==> src/rtl/ifetch.sv <==
// Instruction fetch unit: PC register, credit-limited request/grant fetch to imem,
// in-order response tracking with stale-response dropping, and a small output FIFO.
module ifetch #(
  parameter logic [31:0] RESET_PC = 32'h0000_0000,
  parameter int unsigned DEPTH    = 2
) (
  input  logic        clk,
  input  logic        rst,
  input  logic        jump_flag_i,
  input  logic [31:0] jump_addr_i,
  output logic        imem_req_o,
  output logic [31:0] imem_addr_o,
  input  logic        imem_gnt_i,
  input  logic        imem_rvalid_i,
  input  logic [31:0] imem_rdata_i,
  output logic        inst_valid_o,
  input  logic        inst_ready_i,
  output logic [31:0] inst_o,
  output logic [31:0] inst_addr_o
);

  // DEPTH is 2 or 4, so ring pointers wrap naturally at their bit width.
  localparam int unsigned PW = $clog2(DEPTH);
  localparam int unsigned CW = $clog2(DEPTH + 1);
  localparam logic [CW:0] DEPTH_W = (CW + 1)'(DEPTH);
  localparam logic [31:0] NOP = 32'h0000_0013;

  typedef struct packed {
    logic [31:0] addr;
    logic [31:0] inst;
  } fifo_entry_t;

  logic [31:0]   pc_q, pc_d;
  logic [CW-1:0] count_q, count_d;
  logic [CW-1:0] inflight_q, inflight_d;
  logic [CW-1:0] drop_q, drop_d;
  logic [PW-1:0] rd_ptr_q, rd_ptr_d, wr_ptr_q, wr_ptr_d;
  logic [PW-1:0] pa_rd_q, pa_rd_d, pa_wr_q, pa_wr_d;

  fifo_entry_t   fifo_q      [DEPTH];
  logic [31:0]   pend_addr_q [DEPTH];

  logic          pop, rsp, push, grant, have_credit;
  logic [CW:0]   occ;
  logic          jump_lsb_unused;

  assign jump_lsb_unused = ^jump_addr_i[1:0];

  assign inst_valid_o = (count_q != '0);
  assign inst_o       = inst_valid_o ? fifo_q[rd_ptr_q].inst : NOP;
  assign inst_addr_o  = inst_valid_o ? fifo_q[rd_ptr_q].addr : 32'h0;

  assign pop = inst_valid_o && inst_ready_i;
  // A response with nothing pending is a protocol error and is ignored.
  assign rsp = imem_rvalid_i && (inflight_q != '0);
  assign push = rsp && (drop_q == '0) && !jump_flag_i;

  // Credit: a slot is free if buffered + in-flight leaves room, counting this cycle's pop.
  assign occ = {1'b0, count_q} + {1'b0, inflight_q};
  assign have_credit = (occ < DEPTH_W) || (pop && (occ == DEPTH_W));

  // Gated by reset so no request is presented while the block is held in reset.
  assign imem_req_o  = rst && have_credit && !jump_flag_i;
  assign imem_addr_o = pc_q;
  assign grant       = imem_req_o && imem_gnt_i;

  // NOTE: every variable gets a default at the top of the block, so no path leaves one
  // unassigned and no latch is inferred.
  always_comb begin
    pc_d       = pc_q;
    count_d    = count_q;
    inflight_d = inflight_q + CW'(grant) - CW'(rsp);
    drop_d     = drop_q;
    rd_ptr_d   = rd_ptr_q;
    wr_ptr_d   = wr_ptr_q;
    pa_rd_d    = pa_rd_q;
    pa_wr_d    = pa_wr_q;

    if (grant) begin
      pc_d    = pc_q + 32'd4;
      pa_wr_d = pa_wr_q + PW'(1);
    end
    if (rsp) begin
      pa_rd_d = pa_rd_q + PW'(1);
    end

    if (jump_flag_i) begin
      // Everything still outstanding is stale; the response landing now is discarded too.
      pc_d     = {jump_addr_i[31:2], 2'b00};
      count_d  = '0;
      rd_ptr_d = '0;
      wr_ptr_d = '0;
      drop_d   = inflight_q - CW'(rsp);
    end else begin
      if (rsp && (drop_q != '0)) begin
        drop_d = drop_q - CW'(1);
      end
      if (push) begin
        wr_ptr_d = wr_ptr_q + PW'(1);
      end
      if (pop) begin
        rd_ptr_d = rd_ptr_q + PW'(1);
      end
      count_d = count_q + CW'(push) - CW'(pop);
    end
  end

  // NOTE: sequential state uses non-blocking assignments so every flop samples the
  // pre-edge values regardless of block ordering.
  always_ff @(posedge clk or negedge rst) begin
    if (!rst) begin
      pc_q       <= RESET_PC;
      count_q    <= '0;
      inflight_q <= '0;
      drop_q     <= '0;
      rd_ptr_q   <= '0;
      wr_ptr_q   <= '0;
      pa_rd_q    <= '0;
      pa_wr_q    <= '0;
    end else begin
      pc_q       <= pc_d;
      count_q    <= count_d;
      inflight_q <= inflight_d;
      drop_q     <= drop_d;
      rd_ptr_q   <= rd_ptr_d;
      wr_ptr_q   <= wr_ptr_d;
      pa_rd_q    <= pa_rd_d;
      pa_wr_q    <= pa_wr_d;
    end
  end

  // NOTE: storage arrays are not reset; their contents are only observed through
  // entries that count/inflight mark as live.
  always_ff @(posedge clk) begin
    if (push) begin
      fifo_q[wr_ptr_q] <= '{addr: pend_addr_q[pa_rd_q], inst: imem_rdata_i};
    end
    if (grant) begin
      pend_addr_q[pa_wr_q] <= pc_q;
    end
  end

  a_drop_le_inflight: assert property (@(posedge clk) disable iff (!rst)
    drop_q <= inflight_q);
  a_credit_bound: assert property (@(posedge clk) disable iff (!rst)
    occ <= DEPTH_W);
  a_no_req_on_jump: assert property (@(posedge clk) disable iff (!rst)
    jump_flag_i |-> !imem_req_o);

endmodule

==> config.mk <==
export PLATFORM = sky130hd
export DESIGN_NAME = ifetch
export DESIGN_NICKNAME = d
export VERILOG_FILES = /design/src/rtl/ifetch.sv
export SDC_FILE = /design/constraint.sdc
export NUM_CORES = 1
export LEC_CHECK = 0
export CAP_MARGIN = 10
export CORE_MARGIN = 8
export CORE_UTILIZATION = 35
export CTS_CLUSTER_SIZE = 14
export DETAILED_ROUTE_END_ITERATION = 8
export GPL_TIMING_DRIVEN = 0
export PLACE_DENSITY = 0.65
export RECOVER_POWER = 25
export SLEW_MARGIN = 20
export SYNTH_ARGS = -nofsm -noshare
export SYNTH_HDL_FRONTEND = slang
export SYNTH_SLANG_ARGS = --single-unit
==> constraint.sdc <==
create_clock -name clk -period 6.9 [get_ports clk]
set_input_delay 1.38 -clock clk [delete_from_list [all_inputs] [get_ports clk]]
set_output_delay 1.38 -clock clk [all_outputs]
set_load 0.01 [all_outputs]
After elaboration in Yosys (flattened, before gate mapping)
Memory sizes are Yosys's and may differ from the RTL's. Cells that the tools add are included.

Register bits: 42. Memories kept: 2. Latch bits: 0. Bits in read-only memories: 0. Bits in writable memories: 192.

$add $sub $neg: 12. Reduce and logical (&&, ||, !) cells: 19. Bitwise operators: 0. Muxes and demuxes: 15. Divide/modulo/power cells: 0. Equal/unequal tests: 1. Shifts and indexed selects: 0. Order comparisons: 1. Multiply operators: 0.

Memory list: fifo_q (depth 2, bits a word 64, read ports 1, clocked after memory_dff 0, wr ports 1, line 40) `fifo_entry_t fifo_q [DEPTH];`; pend_addr_q (depth 2, bits a word 32, read ports 1, clocked after memory_dff 0, wr ports 1, line 41) `logic [31:0] pend_addr_q [DEPTH];`.

Operator list (number): $mux 32 (4); $add 32x3->32 const B (1); $reduce_bool 2->1 (7); $logic_and 1x1->1 (9); $mux 1 (8); $mux 2 (3); $sub 2x1->2 (3); $add 1x1->1 const B (4); $add 2x1->2 (2); $add 2x2->3 (1); $eq 3x2->1 const B (1); $lt 3x2->1 const B (1); $logic_not 2->1 (1); $sub 2x1->2 const B (1); $logic_not 1->1 (1); $logic_or 1x1->1 (1).

Logic depth before layout (Yosys ltp)
Word-level depth: 9. Mapped depth: 13.

Worst setup path before layout
No wires, ideal clock.

Path kind: input to register. Start: in jump_flag_i. End: mem fifo_q[0][0] (netlist bit), enable pin. Slack: 1964 ps. Arrival time: 4454 ps. Stages on the path: 4. Path buffers: 1. Path through: inv_1 -> clkbuf_1 -> nand3_1 -> nor2_1.

Cells in the longest elaborated chain, start to end: 4.

Ends and longest elaborated chain: from (decl) (line 9) `input logic jump_flag_i,`; $logic_not 1->1 (line 56) `assign push = rsp && (drop_q == '0) && !jump_flag_i;`; $logic_and 1x1->1 (line 56); $mux 1 (line 135) `if (push) begin`; $mux 1 (implied by the code) (line 136) `fifo_q[wr_ptr_q] <= '{addr: pend_addr_q[pa_rd_q], inst: imem_rdata_i};`; to (decl) (line 40).

Every way passes these cells.

Final worst setup path
Start: in inst_ready_i. End: out imem_req_o.

Cells in the longest elaborated chain, start to end: 5.

Ends and longest elaborated chain: from (decl) (line 17) `input logic inst_ready_i,`; $logic_and 1x1->1 (line 53) `assign pop = inst_valid_o && inst_ready_i;`; $logic_and 1x1->1 (line 60) `assign have_credit = (occ < DEPTH_W) || (pop && (occ == DEPTH_W));`; $logic_or 1x1->1 (line 60); $logic_and 1x1->1 (2 in series) (line 63) `assign imem_req_o = rst && have_credit && !jump_flag_i;`; to (decl) (line 11) `output logic imem_req_o,`.

Every way passes these cells.

==> impl_metrics.env <==
export IMPL_r2r_cells=12
export IMPL_cts_tree="built"
export IMPL_postLayoutCoreUtil_pct=47.27
export IMPL_setup_viol=0
export IMPL_ys_ff_latch=224
export IMPL_synth_area_um2=9249
export IMPL_final_cell_mix="184 x edfxtp_1, 143 x clkdlybuf4s50_1, 72 x nor2_1"
export IMPL_drc=0
export IMPL_start_util_pct=35.59
export IMPL_fin_crit_sh_pct=66.12
export IMPL_hold_worst_slack_ns=0.5378
export IMPL_ctsHoldBuffers=0
export IMPL_vdd_ir_drop_max_v=0.0001650
export IMPL_synthArstFlopShare_pct=17.86
export IMPL_pre_cts_ws_ns=2.358
export IMPL_critical_path_peak_fanout=8
export IMPL_critPathKind="primary input to output pin"
export IMPL_cts_resized=0
export IMPL_yosys_warnings=0
export IMPL_path_clk_slew_ns=0.06
export IMPL_dieArea_um2=31880
export IMPL_dp_hpwl_um=16360
export IMPL_grt_pass1_vias=5854
export IMPL_synthCells=633
export IMPL_io_buffers=161
export IMPL_yosys_most_used_dff="edfxtp_1"
export IMPL_cts_buffers=25
export IMPL_grt_max_degree=26
export IMPL_grt_overflow=0
export IMPL_drtAntennaViolNets=0
export IMPL_setup_slack_ns=2.338
export IMPL_dp_cells=1141
export IMPL_min_path_type="register to register"
export IMPL_r2r_start="count_q[0]"
export IMPL_wl_per_cell_um=19.18
export IMPL_r2r_end="inflight_q[1]"
export IMPL_synth_distinct_cells=48
export IMPL_htreeDepth=1
export IMPL_post_cts_repair_setup_buffers=0
export IMPL_syn2layout_area_growth_pct=32.81
export IMPL_timing_final_max_slew_violations=0
export IMPL_avgViaCountPerCell=4.991
export IMPL_status="complete, no violations"
export IMPL_drt_iter0_markers=331
export IMPL_place_congestion=0.8119
export IMPL_fin_skew_ns=0.02903
export IMPL_hp_start="imem_addr_o[27]"
export IMPL_fin_area_um2=12280
export IMPL_coreArea_um2=25980
export IMPL_hold_viol=0
export IMPL_ff2ff_setup_slack_ns=3.47
export IMPL_root_buffer="clkbuf_16"
export IMPL_rsz0062_at_grt="no"
export IMPL_num_vias=5914
export IMPL_stdcell_count=1185
export IMPL_grt_usage_pct=13.91
export IMPL_antenna_found_initial=0
export IMPL_drt_first_pass_iters=5
export IMPL_max_slew_margin_pct=4.594
export IMPL_maxCapViolCount=0
export IMPL_avgSynthCellArea_um2=14.61
export IMPL_tightest_slew_ns=1.431
export IMPL_grt_pass1_wl_um=34040
export IMPL_nets=912
export IMPL_critPathCaptureType="output pin"
export IMPL_cts_buffer_depth=3
export IMPL_die_x_um=178.6
export IMPL_die_y_um=178.6
export IMPL_drt_wl_total_um=22730
export IMPL_finalWorstPathRequiredPeriod_ns=4.562
export IMPL_p_leak_nw=4.166
export IMPL_synth_seq_area_share_pct=70.56
export IMPL_rows=59
export IMPL_max_freq_mhz=219.2
export IMPL_critPathRequiredTime_ns=5.52
export IMPL_synth_edff_count=184
export IMPL_clock_latency_ns=0.52
export IMPL_io_pins=168
export IMPL_cp_start_kind="primary input"
export IMPL_nFillCells=2335
export IMPL_power_density_nw_per_um2=323.8
export IMPL_crit_arrival_ns=3.18
export IMPL_drive_gt1_share_pct=10.25
export IMPL_hold_path_endpoint="pend_addr_q[0][27]"
export IMPL_hold_depth=0
export IMPL_cts_sink_count=224
export IMPL_dpl_cell_area_um2=11550
export IMPL_final_common_cell="edfxtp_1"
## per-stage QoR
stage | setup TNS (ns) | total power, mW
CTS | 0 | 4.041
detailed placement | 0 | 2.828
global route | 0 | 4.170
finish | 0 | 3.977
floorplan | 0 | 2.298
global placement | -120.79 | 2.784
## flip-flops by register name, summed over array words and instances, names as in the netlist
register and count:
inflight_q 2, count_q 2, fifo_q 124, rd_ptr_q 1
wr_ptr_q 1, drop_q 2, imem_addr_o 30, pa_wr_q 1
pa_rd_q 1, pend_addr_q 60
## power by group
group | switching (mW) | leakage, nW | internal (mW)
clock network | 0.504 | 0.360 | 0.700
logic | 0.544 | 1.65 | 0.510
registers | 0.0949 | 2.15 | 1.62
## logic make-up after synthesis
| family | share of synthesized area, % |
|---|---|
| AO/OA/AOI/OAI | 5.100 |
| XOR/XNOR | 0.9470 |
| adder cells (fa/ha/maj) | 1.299 |
| buffers and inverters | 2.219 |
| flip-flops | 70.56 |
| multiplexers | 10.58 |
| other | 0.04055 |
| AND/OR/NAND/NOR | 9.253 |
## synthesized netlist by cell type, types with 6 or more instances
library cell    n  area (um2)
edfxtp_1      184        5525
nor2_1         75       281.5
mux2i_1        64       640.6
dfrtp_1        40        1001
nand2_1        32       120.1
mux2_2         30       337.8
nand3_1        23       115.1
clkbuf_1       18       67.56
inv_1          18       67.56
o21ai_0        13       65.06
nand4_1        12       75.07
a221o_1        10       100.1
nor3_1          9       45.04
xnor2_1         9       78.83
a21o_1          8       60.06
buf_1           8       30.03
ha_1            8       100.1
o211ai_1        8       60.06
a21oi_1         6       30.03
and3_1          6       37.54
## metal layers
layer	global-route usage [%]	routed length (um)	part of all wire, %	vias up
met5	0	0	0	-
met4	3.686	374	1.6	0
met3	3.323	1679	7.4	29
met2	24.13	11460	50	197
met1	17.06	9215	41	2891
li1	-	-	-	2797
## critical path, cell delays in order
cell and delay (ns):
clkdlybuf4s50_1 0.47, o21a_1 0.24, a21o_1 0.33, and3_1 0.20, clkdlybuf4s50_1 0.55
## how the worst max path moves through the flow
stage / slack [ns] / cells after the start / end / startpoint
floorplan: 1.96 / 4 / fifo_q[0][0] / jump_flag_i
global placement: -0.91 / 6 / pend_addr_q[0][20] / rst
detailed placement: 2.36 / 5 / imem_req_o / inst_ready_i
CTS: 2.33 / 5 / inst_addr_o[30] / rd_ptr_q
global route: 2.24 / 5 / imem_req_o / inst_ready_i
finish: 2.34 / 5 / imem_req_o / inst_ready_i
## layout make-up
type / count / area (um2) / area share (%)
multi-input cells: 362 / 2559 / 20.83
repair buffers: 170 / 1829 / 14.89
plain buffers: 32 / 137.6 / 1.121
diodes: 1 / 2.502 / 0.02037
inverters: 18 / 67.56 / 0.5501
clock inverters: 13 / 97.59 / 0.7945
well taps: 335 / 419.2 / 3.412
flip-flops and latches: 224 / 6526 / 53.13
clock buffers: 30 / 644.4 / 5.246
Note: power is estimated with default switching activity, not from simulation.
